[src/rtl/seq_controller.sv]
// Phase-sequencing controller for the accumulator CPU.
// Owns a 3-bit instruction phase counter and decodes the nine datapath
// control strobes from the phase and the current IR opcode. Memory-final
// phases can be stretched by mem_ready with a wait-state timeout that
// parks the controller in a bus-error state. HLT parks it in a halted
// state that `run` may optionally leave.
module seq_controller #(
  parameter int WAIT_W    = 4,
  parameter int MAX_WAIT  = 15,
  parameter int RESUME_EN = 1
) (
  input  logic       clk,
  input  logic       rst,
  input  logic [2:0] opcode,
  input  logic       zero,
  input  logic       mem_ready,
  input  logic       run,
  output logic       sel,
  output logic       rd,
  output logic       ld_ir,
  output logic       halt,
  output logic       inc_pc,
  output logic       ld_ac,
  output logic       ld_pc,
  output logic       wr,
  output logic       data_e,
  output logic [2:0] phase,
  output logic       stall,
  output logic       halted,
  output logic       bus_err
);

  typedef enum logic [1:0] {
    StRun    = 2'd0,
    StHalted = 2'd1,
    StError  = 2'd2
  } state_e;

  localparam logic [WAIT_W-1:0] MaxWaitCnt = WAIT_W'(MAX_WAIT);
  localparam logic              TimeoutEn  = (MAX_WAIT != 0);
  localparam logic              ResumeOk   = (RESUME_EN != 0);

  state_e            state_q, state_d;
  logic [2:0]        phase_q, phase_d;
  logic [WAIT_W-1:0] wait_q, wait_d;

  logic isHlt, isSkz, isAlu, isSto, isJmp;
  logic memFinal, stallNow, timeoutNow, haltNow;

  // Opcode classes and the per-cycle conditions derived from phase and state.
  always_comb begin
    isHlt      = (opcode == 3'b000);
    isSkz      = (opcode == 3'b001);
    isAlu      = (opcode >= 3'b010) && (opcode <= 3'b101);
    isSto      = (opcode == 3'b110);
    isJmp      = (opcode == 3'b111);
    memFinal   = (phase_q == 3'd3) || ((phase_q == 3'd7) && (isAlu || isSto));
    stallNow   = (state_q == StRun) && memFinal && !mem_ready;
    timeoutNow = stallNow && TimeoutEn && (wait_q == MaxWaitCnt);
    haltNow    = (state_q == StRun) && (phase_q == 3'd4) && isHlt;
  end

  // State, phase and wait-counter registers; reset restarts a fresh fetch.
  always_ff @(posedge clk or posedge rst) begin
    if (rst) begin
      state_q <= StRun;
      phase_q <= 3'd0;
      wait_q  <= '0;
    end else begin
      state_q <= state_d;
      phase_q <= phase_d;
      wait_q  <= wait_d;
    end
  end

  // Next-state logic. A stalled cycle holds the phase and counts a wait
  // state; a timeout takes priority over everything else in RUN. Halt can
  // never coincide with a stall because phase 4 is not memory-final.
  always_comb begin
    state_d = state_q;
    phase_d = phase_q;
    wait_d  = '0;
    unique case (state_q)
      StRun: begin
        if (timeoutNow) begin
          state_d = StError;
        end else if (stallNow) begin
          wait_d = wait_q + WAIT_W'(1);
        end else if (haltNow) begin
          state_d = StHalted;
          phase_d = 3'd0;
        end else begin
          phase_d = phase_q + 3'd1;
        end
      end
      StHalted: begin
        phase_d = 3'd0;
        if (ResumeOk && run) begin
          state_d = StRun;
        end
      end
      StError: begin
        state_d = StError;
      end
      default: begin
        state_d = StError;
      end
    endcase
  end

  // Strobe decode. Only RUN drives strobes; during a stall the decode is
  // simply re-evaluated for the held phase, so the strobes stay put.
  always_comb begin
    sel    = 1'b0;
    rd     = 1'b0;
    ld_ir  = 1'b0;
    halt   = 1'b0;
    inc_pc = 1'b0;
    ld_ac  = 1'b0;
    ld_pc  = 1'b0;
    wr     = 1'b0;
    data_e = 1'b0;
    if (state_q == StRun) begin
      unique case (phase_q)
        3'd0: begin
          sel = 1'b1;
        end
        3'd1: begin
          sel = 1'b1;
          rd  = 1'b1;
        end
        3'd2, 3'd3: begin
          sel   = 1'b1;
          rd    = 1'b1;
          ld_ir = 1'b1;
        end
        3'd4: begin
          inc_pc = 1'b1;
          halt   = isHlt;
        end
        3'd5: begin
          rd = isAlu;
        end
        3'd6: begin
          rd     = isAlu;
          inc_pc = isSkz && zero;
          ld_pc  = isJmp;
          data_e = isSto;
        end
        3'd7: begin
          rd     = isAlu;
          ld_ac  = isAlu;
          ld_pc  = isJmp;
          wr     = isSto;
          data_e = isSto;
        end
        default: begin
          sel = 1'b0;
        end
      endcase
    end
  end

  // Status outputs straight from registered state.
  always_comb begin
    phase   = phase_q;
    stall   = stallNow;
    halted  = (state_q != StRun);
    bus_err = (state_q == StError);
  end

endmodule

[config.mk]
export PLATFORM = sky130hd
export DESIGN_NAME = seq_controller
export DESIGN_NICKNAME = d
export VERILOG_FILES = /design/src/rtl/seq_controller.sv
export SDC_FILE = /design/constraint.sdc
export NUM_CORES = 1
export LEC_CHECK = 0
export ABC_AREA = 1
export CAP_MARGIN = 20
export CELL_PAD_IN_SITES_DETAIL_PLACEMENT = 0
export CELL_PAD_IN_SITES_GLOBAL_PLACEMENT = 1
export CORE_MARGIN = 5
export CORE_UTILIZATION = 34
export DETAILED_ROUTE_END_ITERATION = 7
export MAX_ROUTING_LAYER = met4
export PLACE_DENSITY_LB_ADDON = 0.1
export SYNTH_ARGS = -nofsm -noshare
export SYNTH_HDL_FRONTEND = slang
export SYNTH_SLANG_ARGS = --single-unit
[constraint.sdc]
create_clock -name clk -period 2.4 [get_ports clk]
set_clock_uncertainty 0.2 [all_clocks]
set_input_delay 0.36 -clock clk [delete_from_list [all_inputs] [get_ports clk]]
set_output_delay 0.36 -clock clk [all_outputs]
set_load 0.01 [all_outputs]
==> summary.txt <==
GRT
  – Number of global-route vias before repair: 687
  – Grt ovf: 0
  – Initial antenna violation count: 0
  – All-Layer GR Usage: 11.86%
  – Largest net degree at the start of global routing: 12
  – First-pass GRT wire length: 2918 µm

Critical path
  – Max FO, Critical Path: 4
  – Cell family with most CP delay: adder cells
  – Worst path cell trace: ha_2 -> ha_2 -> a21oi_2 -> or2_4 -> nor3_2 -> dlygate4sd2_1
  – Crit-path slowest cell: dfrtp_1
  – Crit-path most repeated cell: ha_2
  – Buf/Inv on CP: 1
  – Crit end category: output port
  – Reg2reg setup slack: 580 ps
  – Critical path startpoint category: flop
  – CP required: 1840 ps
  – Arrival @ worst endpoint: 1710 ps
  – Max incr delay on CP: 390 ps
  – CP Class: reg2out

CTS
  – Htree depth: 1
  – Num CTS Buffers: 3
  – Max clock buf depth: 2
  – CTS tree: done
  – Clock root cell: clkbuf_4
  – Clock transition at path regs: 60 ps
  – Clock Latency Late Sink: 260 ps
  – Clk sinks: 9

Routing
  – Vias: 679
  – DRT Wirelength: 1624 µm
  – Via density per instance: 4.438
  – Post-route ant nets: 0
  – Detailed Routing Iterations Pass 1: 2
  – Drt wl/cell: 10.61 µm
  – DR iter-0 viols: 4
  – # DRC: 0

Timing
  – Post-route clock period utilization: 94.54%
  – Max_slew headroom: 76.13%
  – Unrepaired setup endpoints after global routing: false
  – Hold Fails Final Rpt: 0
  – Achievable Freq: 0.4407 GHz
  – Minimum clock period: 2269 ps
  – Sum Neg Setup Slack: 0 ps
  – Final Max Slew Viols: 0
  – Final setup violation count: 0
  – Worst-Margin Slew: 357.7 ps

Layout
  – Fin area: 1052 µm²
  – Ant diodes: 0
  – Share of cells above drive strength 1: 23.81%
  – Syn-to-layout area delta: 46.26%
  – Nets: 143
  – Final core occ: 53.09%

Power
  – Pwr dens: 287.5 nW/µm²
  – Max IR drop VDD: 202.6 µV
  – Leak: 0.5267 nW

Synth
  – Synthesized net count: 108
  – Synth async-reset ratio: 100.0%
  – Cell variety after synth: 25
  – Share of the synthesized area in the top cell type: 31.30%
  – #FFs+latches synth: 9
  – Synth Warn #: 0
  – Count leader, synth: nand2_1
  – Syn avg cell area: 7.820 µm²
  – Synth Flop Type: dfrtp_1
  – Seq/Total Area, Yosys: 31.30%
  – Synth area leader: dfrtp_1
  – Post-Synthesis Cell Area: 719.4 µm²
  – Synthesized instance count: 92
  – Number of flops mapped to enable cells by yosys: 0
  – Synth top cells by count: nand2_1, inv_1, nor2_1, dfrtp_1, ha_1
  – Area contributors post-synth: dfrtp_1, ha_1, nand2_1

Placement
  – GP Congestion: 0.7685
  – Port bufs: 22
  – Placed Area: 1022 µm²
  – Hpwl dp: 1402 µm

Floorplanning
  – Row count: 16
  – Io pins: 23
  – Die area: 3136 µm²
  – Core Region: 1982 µm²
  – Initial Util: 36.30%
  – Die width: 56 µm
  – Die H: 56 µm

Outcome
  – Run status: completed

Min path
  – HP Class: in2async

Job
  – MaxCap Viol Count: 0
[state kept, by name (all words and copies together) (netlist names)]
signal	count
phase	3
state_q	2
wait_q	4
[power by group]
part	switching, mW	leakage (nW)	internal [mW]
clock	0.0511	0.0150	0.0640
combinational	0.0151	0.393	0.0181
sequential	0.00145	0.119	0.153
[layout make-up]
| cell class | count | area (µm²) |
|---|---|---|
| fill | 207 | 929.6 |
| multi-input combinational | 67 | 437.9 |
| timing repair buffer | 31 | 272.8 |
| sequential | 9 | 225.2 |
| inverter | 15 | 56.30 |
| tap | 27 | 33.78 |
| clock buffer | 4 | 26.28 |
[cell families (layout without fill, tap and decap cells)]
logic type | Yosys count | count (layout) | synth area share (%)
and+or+nand+nor | 49 | 49 | 36.87
buffers and inverters | 16 | 50 | 9.392
adders and majority gates | 8 | 8 | 13.91
DFF | 9 | 9 | 31.30
AOI/OAI and AO/OA | 9 | 9 | 7.304
xor gates and xnor gates | 1 | 1 | 1.218
[metal layers]
metal  GRT usage (%)  vias up  wire, µm
li1                -      366         -
met1           12.17      293       668
met2           20.37       16       808
met3           4.176        4       119
met4           5.085        0        27
met5               -        -         0
[per-stage QoR]
step	hold WS, ps	std cells	setup WS, ps	power [mW]
finish	163.2	153	130.9	0.3025
global route	200.5	153	33.22	0.3192
CTS	170.7	153	39.21	0.3087
detailed placement	258.7	148	-52.79	0.1903
global placement	257.6	148	-17.92	0.1899
floorplan	-12.08	92	553.6	0.1681
[final timing paths]
kind	from	to	cells after the start
worst max-delay path	phase[0]	ld_pc	6
worst min-delay path	rst	wait_q[2]	2
worst max register to register	phase[0]	state_q[0]	9
worst min register to register	wait_q[0]	wait_q[0]	1
max in group asynchronous	rst	phase[2]	2
min in group clk	wait_q[0]	wait_q[0]	1
[layout by cell type, fill, tap and decap left out, types with 5 or more instances in the layout]
cell,instances
nor2_1,10
dfrtp_1,9
dlygate4sd2_1,8
nand3_1,7
clkdlybuf4s50_1,12
buf_4,9
inv_1,13
nand2_1,17
ha_1,5
[what timing repair did]
action                                  4_1_cts  5_1_grt
setup buffers                                 1        0
hold endpoints to repair                      0        0
endpoints found under the setup margin       10        2
pin swaps                                     1        1
hold buffers                                  0        0
resized for setup                            13        4
Power figures use the tool's default switching activity.
